File: config.mk
export PLATFORM = sky130hd
export DESIGN_NAME = err_sweep_ctrl_flat
export DESIGN_NICKNAME = d
export VERILOG_FILES = /design/src/rtl/err_sweep_if.sv /design/src/rtl/err_sweep_ctrl.sv /design/src/flat_wrapper.sv
export SDC_FILE = /design/constraint.sdc
export NUM_CORES = 1
export LEC_CHECK = 0
export ABC_AREA = 1
export CORE_UTILIZATION = 63
export CTS_CLUSTER_SIZE = 30
export DETAILED_ROUTE_END_ITERATION = 8
export DONT_BUFFER_PORTS = 1
export PLACE_DENSITY = 0.76
export SLEW_MARGIN = 10
export SYNTH_ARGS = -nofsm -noshare
export SYNTH_HDL_FRONTEND = slang
export SYNTH_SLANG_ARGS = --single-unit
export TNS_END_PERCENT = 1
File: constraint.sdc
create_clock -name clk -period 3.5 [get_ports clk]
set_input_delay 0.525 -clock clk [delete_from_list [all_inputs] [get_ports clk]]
set_output_delay 0.525 -clock clk [all_outputs]
set_load 0.01 [all_outputs]
File: src/rtl/err_sweep_if.sv
// Bus between the error-sweep controller and its environment: sweep control,
// the operand/sum loop to the external approximate adder, and the results.
interface err_sweep_if #(
  parameter int WIDTH = 8
) ();
  logic               start;
  logic               abort;
  logic [WIDTH-1:0]   op_a;
  logic [WIDTH-1:0]   op_b;
  logic [WIDTH:0]     approx_sum;
  logic               busy;
  logic               done;
  logic [3*WIDTH:0]   err_sum;
  logic [WIDTH:0]     err_max;
  logic [2*WIDTH:0]   err_cnt;

  // Controller side: drives operands and results, receives control and sum.
  modport master (
    input  start, abort, approx_sum,
    output op_a, op_b, busy, done, err_sum, err_max, err_cnt
  );

  // Environment side: drives control and the adder's sum, observes the rest.
  modport slave (
    output start, abort, approx_sum,
    input  op_a, op_b, busy, done, err_sum, err_max, err_cnt
  );
endinterface

File: src/rtl/err_sweep_ctrl.sv
// Exhaustive error characterisation of an external approximate adder.
// Walks every (op_a, op_b) pair, compares the returned sum against the exact
// sum and accumulates total, maximum and count of non-zero absolute errors.
//
// Handshake: start is accepted only in IDLE (level sampled at the edge, no
// ready needed since IDLE is the only accepting state); abort is honoured only
// in SWEEP/DRAIN. Inside the datapath err_q is qualified by err_v: err_q is
// consumed into the accumulators on the edge after it was produced, exactly
// once, unless an abort discards it.
module err_sweep_ctrl #(
  parameter int WIDTH = 8
) (
  input  logic        clk,
  input  logic        rst_n,
  err_sweep_if.master bus,
  output logic [1:0]  dbg_state
);

  typedef enum logic [1:0] {
    S_IDLE  = 2'd0,
    S_SWEEP = 2'd1,
    S_DRAIN = 2'd2,
    S_DONE  = 2'd3
  } state_t;

  localparam logic [WIDTH-1:0] OP_MAX = '1;

  state_t            state;
  state_t            state_nxt;

  logic [WIDTH-1:0]  op_a_q;
  logic [WIDTH-1:0]  op_b_q;
  logic [WIDTH:0]    err_q;
  logic              err_v;
  logic [3*WIDTH:0]  sum_q;
  logic [WIDTH:0]    max_q;
  logic [2*WIDTH:0]  cnt_q;

  logic              last_pair;
  logic [WIDTH:0]    exact;
  logic [WIDTH:0]    err_now;
  logic              clear;
  logic              step;
  logic              acc;

  // Error of the pair currently on the operand bus, without wrap.
  always_comb begin
    last_pair = (op_a_q == OP_MAX) && (op_b_q == OP_MAX);
    exact     = {1'b0, op_a_q} + {1'b0, op_b_q};
    if (exact >= bus.approx_sum) begin
      err_now = exact - bus.approx_sum;
    end else begin
      err_now = bus.approx_sum - exact;
    end
  end

  // Next-state logic and datapath strobes.
  always_comb begin
    state_nxt = state;
    clear     = 1'b0;
    step      = 1'b0;
    acc       = 1'b0;
    unique case (state)
      S_IDLE: begin
        if (bus.start) begin
          state_nxt = S_SWEEP;
          clear     = 1'b1;
        end
      end
      S_SWEEP: begin
        if (bus.abort) begin
          state_nxt = S_IDLE;
        end else begin
          step = 1'b1;
          acc  = err_v;
          if (last_pair) begin
            state_nxt = S_DRAIN;
          end
        end
      end
      S_DRAIN: begin
        if (bus.abort) begin
          state_nxt = S_IDLE;
        end else begin
          acc       = err_v;
          state_nxt = S_DONE;
        end
      end
      S_DONE: begin
        state_nxt = S_IDLE;
      end
      default: begin
        state_nxt = S_IDLE;
      end
    endcase
  end

  // State register.
  always_ff @(posedge clk) begin
    if (!rst_n) begin
      state <= S_IDLE;
    end else begin
      state <= state_nxt;
    end
  end

  // Operand counter: op_b is the fast digit, op_a the slow one; holds on last pair.
  always_ff @(posedge clk) begin
    if (!rst_n || clear) begin
      op_a_q <= '0;
      op_b_q <= '0;
    end else if (step && !last_pair) begin
      op_b_q <= op_b_q + 1'b1;
      if (op_b_q == OP_MAX) begin
        op_a_q <= op_a_q + 1'b1;
      end
    end
  end

  // Error pipeline stage; valid drops whenever nothing new is sampled.
  always_ff @(posedge clk) begin
    if (!rst_n || clear) begin
      err_q <= '0;
      err_v <= 1'b0;
    end else if (step) begin
      err_q <= err_now;
      err_v <= 1'b1;
    end else begin
      err_v <= 1'b0;
    end
  end

  // Accumulators; widths cover the worst case so no saturation is needed.
  always_ff @(posedge clk) begin
    if (!rst_n || clear) begin
      sum_q <= '0;
      max_q <= '0;
      cnt_q <= '0;
    end else if (acc) begin
      sum_q <= sum_q + {{(2*WIDTH){1'b0}}, err_q};
      if (err_q > max_q) begin
        max_q <= err_q;
      end
      if (err_q != '0) begin
        cnt_q <= cnt_q + {{(2*WIDTH){1'b0}}, 1'b1};
      end
    end
  end

  assign bus.op_a    = op_a_q;
  assign bus.op_b    = op_b_q;
  assign bus.busy    = (state == S_SWEEP) || (state == S_DRAIN);
  assign bus.done    = (state == S_DONE);
  assign bus.err_sum = sum_q;
  assign bus.err_max = max_q;
  assign bus.err_cnt = cnt_q;
  assign dbg_state   = state;

endmodule

File: src/flat_wrapper.sv
// flat-port wrapper written by rule: the top's interface ports become plain ports
module err_sweep_ctrl_flat 
#(
  parameter int WIDTH = 8
)
  (clk, rst_n, dbg_state, bus_start, bus_abort, bus_approx_sum, bus_op_a, bus_op_b, bus_busy, bus_done, bus_err_sum, bus_err_max, bus_err_cnt);
  err_sweep_if #(.WIDTH(WIDTH)) bus_i ();
  input  logic clk;
  input  logic rst_n;
  output logic [1:0] dbg_state;
  input wire logic [$bits(bus_i.start)-1:0] bus_start;
  input wire logic [$bits(bus_i.abort)-1:0] bus_abort;
  input wire logic [$bits(bus_i.approx_sum)-1:0] bus_approx_sum;
  output wire logic [$bits(bus_i.op_a)-1:0] bus_op_a;
  output wire logic [$bits(bus_i.op_b)-1:0] bus_op_b;
  output wire logic [$bits(bus_i.busy)-1:0] bus_busy;
  output wire logic [$bits(bus_i.done)-1:0] bus_done;
  output wire logic [$bits(bus_i.err_sum)-1:0] bus_err_sum;
  output wire logic [$bits(bus_i.err_max)-1:0] bus_err_max;
  output wire logic [$bits(bus_i.err_cnt)-1:0] bus_err_cnt;
  assign bus_i.start = bus_start;
  assign bus_i.abort = bus_abort;
  assign bus_i.approx_sum = bus_approx_sum;
  assign bus_op_a = bus_i.op_a;
  assign bus_op_b = bus_i.op_b;
  assign bus_busy = bus_i.busy;
  assign bus_done = bus_i.done;
  assign bus_err_sum = bus_i.err_sum;
  assign bus_err_max = bus_i.err_max;
  assign bus_err_cnt = bus_i.err_cnt;
  err_sweep_ctrl #(.WIDTH(WIDTH)) u_core (.clk(clk), .rst_n(rst_n), .bus(bus_i), .dbg_state(dbg_state));
endmodule
==> out/qor.csv <==
stage,metric,value,unit
synth,syn_inst,905,
grt,gr-usage-met2,48.47,%
drt,dr.pass1.iters,5,
sta,worstMarginPinSlew,0.7394,ns
synth,synthAdderAreaFrac,12.10,%
floorplanning,die_area,9814,µm²
sta,period_share,90.86,%
synth,synth_compound_area_share,11.53,%
floorplanning,core,9196,µm²
grt,grt_use_met1,36.64,%
worst_setup_path,worstSetupStartpointType,register,
drt,num_vias,5649,
sta,skew,0.02033,ns
synth,ys_seq_elements,79,
sta,finalHoldViolCount,0,
grt,grtUsageMet3,7.376,%
sta,relSlewSlack,50.71,%
synth,syn_avg_cell_area,6.559,µm²
pwr,ir_drop,0.1970,mV
worst_setup_path,critPathKind,reg2reg,
clock_network,clock_path_buffers,2,
place,finalWeightedCongestion,0.9556,
synth,yosys.area.top_type,dfxtp_1,
sta,max_freq,0.3145,GHz
clock_network,cts.clk_slew.worst_paths,0.09,ns
synth,synth_top_area_share,26.64,%
drt,drcViolationCount,0,
synth,synth_area_leaders,"dfxtp_1 (27%), nand2_1 (15%), ha_1 (11%)",
final_layout,post-route-util,67.92,%
grt,busiest_layer,met2,
grt,overflow,0,
worst_setup_path,crit_fanout,8,
sta,finalMaxSlewViolations,0,
drt,ant_nets,0,
synth,synth-simple-area-share,34.40,%
grt,grt_max_degree,47,
drt,drt-total-wl,13.89,mm
sta,rsz0062_at_grt,no,
final_layout,area_growth,5.228,%
worst_setup_path,cp_data_arrival_time,3.45,ns
final_layout,drive_above_1_share,7.346,%
run_status,status,completed,
synth,synth_flop_cell,dfxtp_1,
clock_network,worstSkewPairLatency,0.36,ns
synth,synthMuxAreaShare,0,%
drt,drt_iter0_drc,251,
floorplanning,num_rows,35,
grt,grt_pass1_vias,5288,
synth,synth_fp_nets,973,
clock_network,tritoncts,yes,
sta,fin_setup_tns,0,ns
floorplanning,io_pins,84,
synth,yosysSeqAreaShare,26.64,%
final_layout,n_fill_cell,836,
clock_network,cts_setup_buffers,0,
final_layout,multi_input_area,3712,µm²
grt,grt_usage,29.29,%
final_layout,seqCellArea,1582,µm²
floorplanning,die_height,99.07,µm
drt,routedWlPerCell,13.58,µm
pwr,power.leakage,0.002960,µW
clock_network,htreeDepth,3,
floorplanning,start_util,64.54,%
drt,viasPerCell,5.522,
synth,yosysMostFrequentCell,nand2_1,
grt,grt_pass1_wl,23.52,mm
place,dp.final_hpwl,10.62,mm
synth,synth_edf_count,0,
pwr,power_density,331.0,nW/µm²
final_layout,final_nets,975,
grt,grt_antenna_before_repair,0,
synth,synth_commonest_cells,"nand2_1 (244), inv_1 (134), a21oi_1 (80)",
place,portBuffers,0,
final_layout,num_antenna_cells,0,
floorplanning,die_w,99.07,µm
clock_network,cts_buffers,9,
sta,setup_violations,0,
clock_network,cts_sinks,79,
worst_setup_path,worstSetupEndpointType,register,
synth,synth-async-reset-ratio,0,%
worst_setup_path,crit_required,3.77,ns
clock_network,ctsRootBufferMaster,clkbuf_8,
synth,synth_top_family_by_area,simple AND/OR/NAND/NOR gates,
synth,syn_area,5936,µm²
flow_run,cap_violations,0,
synth,ys_types,45,
min_path,hold_path.class,in2reg,
sta,min_period,3.180,ns
synth,synth_xor_area_share,4.279,%
synth,ys_warn_count,0,
## placed cells by master (no fill, tap or decap), types with 3 or more instances in the layout
cell and n:
ha_1 50, inv_2 5, nand3b_1 9, buf_4 12, o21ai_0 21, clkbuf_8 9
o21ai_1 7, fa_1 4, nand4_1 17, o21bai_1 4, nor3_1 5, nor4_1 6
nand2_1 244, xor2_1 20, inv_1 134, nand2_2 4, a21oi_2 4, nor3_2 3
dfxtp_1 79, nand3_1 68, o21ai_2 3, nor2_2 5, xnor2_1 9, nor2_1 78
a21oi_1 79, nand3_2 3
## sequential cells by signal, indices dropped and copies added (netlist names)
name / count
u_core.err_q: 9
u_core.err_v: 1
u_core.bus.err_max: 9
u_core.bus.op_b: 8
u_core.dbg_state: 2
u_core.bus.err_cnt: 17
u_core.bus.err_sum: 25
u_core.bus.op_a: 8
## routing by layer
layer / up-vias / part of all wire (%)
met5: - / 0
met4: 0 / 2.1
met3: 25 / 6.9
met2: 185 / 47
met1: 2535 / 44
li1: 2904 / -
## power by group
group | switching [µW] | leakage, µW | total (µW) | internal [µW]
registers | 36.7 | 0.000637 | 957 | 920
logic | 295 | 0.00223 | 438 | 143
clock network | 342 | 0.0000937 | 672 | 331
total | 673 | 0.00296 | 2070 | 1390
## worst max-delay path: stages (launching register included)
cell and delay (ns):
dfxtp_1 0.39, ha_1 0.25, fa_1 0.40, nand3_1 0.10, nand3_1 0.10, nand2_1 0.08, nand2_1 0.04, nand2_1 0.05
nand2_1 0.08, a21oi_1 0.15, o21bai_1 0.10, ha_1 0.35, nand2_1 0.12, inv_1 0.06, a21oi_2 0.18, nand3_2 0.11
nor2_4 0.20, nand2_1 0.07, nand2_1 0.06, nand2_1 0.05, a21oi_1 0.15
## repair_timing
action                     in CTS  in global routing
setup endpoints to repair       0                  1
hold buffers                    0                  0
gates resized for setup         0                  1
## kinds of logic (layout without fill, tap and decap cells)
family / Yosys count / in the layout
flip-flops: 79 / 79
XOR/XNOR: 29 / 29
buffers and inverters: 163 / 170
adder cells (fa/ha/maj): 55 / 55
AO/OA/AOI/OAI: 125 / 125
AND/OR/NAND/NOR: 454 / 454
## final cells by class
type / count / area share [%]
Multi-Input combinational cell: 663 / 59.44
Inverter: 142 / 8.574
Sequential cell: 79 / 25.32
Tap cell: 111 / 2.224
Timing Repair Buffer: 12 / 1.442
Clock buffer: 11 / 2.103
Clock inverter: 5 / 0.9014
## per-stage QoR
step | power [µW] | cell area (µm²) | hold WS [ns] | cells | setup slack [ns]
2_1_floorplan | 1325 | 5936 | 0.4784 | 905 | 0.7031
3_3_place_gp | 1399 | 6056 | 0.5275 | 1007 | 0.4632
3_5_place_dp | 1409 | 6056 | 0.5385 | 1007 | 0.3562
4_1_cts | 2074 | 6243 | 0.2673 | 1023 | 0.3197
5_1_grt | 2190 | 6246 | 0.2697 | 1023 | 0.01707
6_report | 2067 | 6246 | 0.2790 | 1023 | 0.3199
## path summary, 6_finish.rpt
check        depth (start not counted)  slack, ns                  end                from
max                                 20       0.32      u_core.err_q[8]  u_core.bus.op_b[0]
min                                  2       0.28  u_core.dbg_state[0]               rst_n
min reg2reg                          2       0.54      u_core.err_q[3]     u_core.err_q[3]
max reg2reg                         20       0.32      u_core.err_q[8]  u_core.bus.op_b[0]
(Power assumes the default switching activity.)
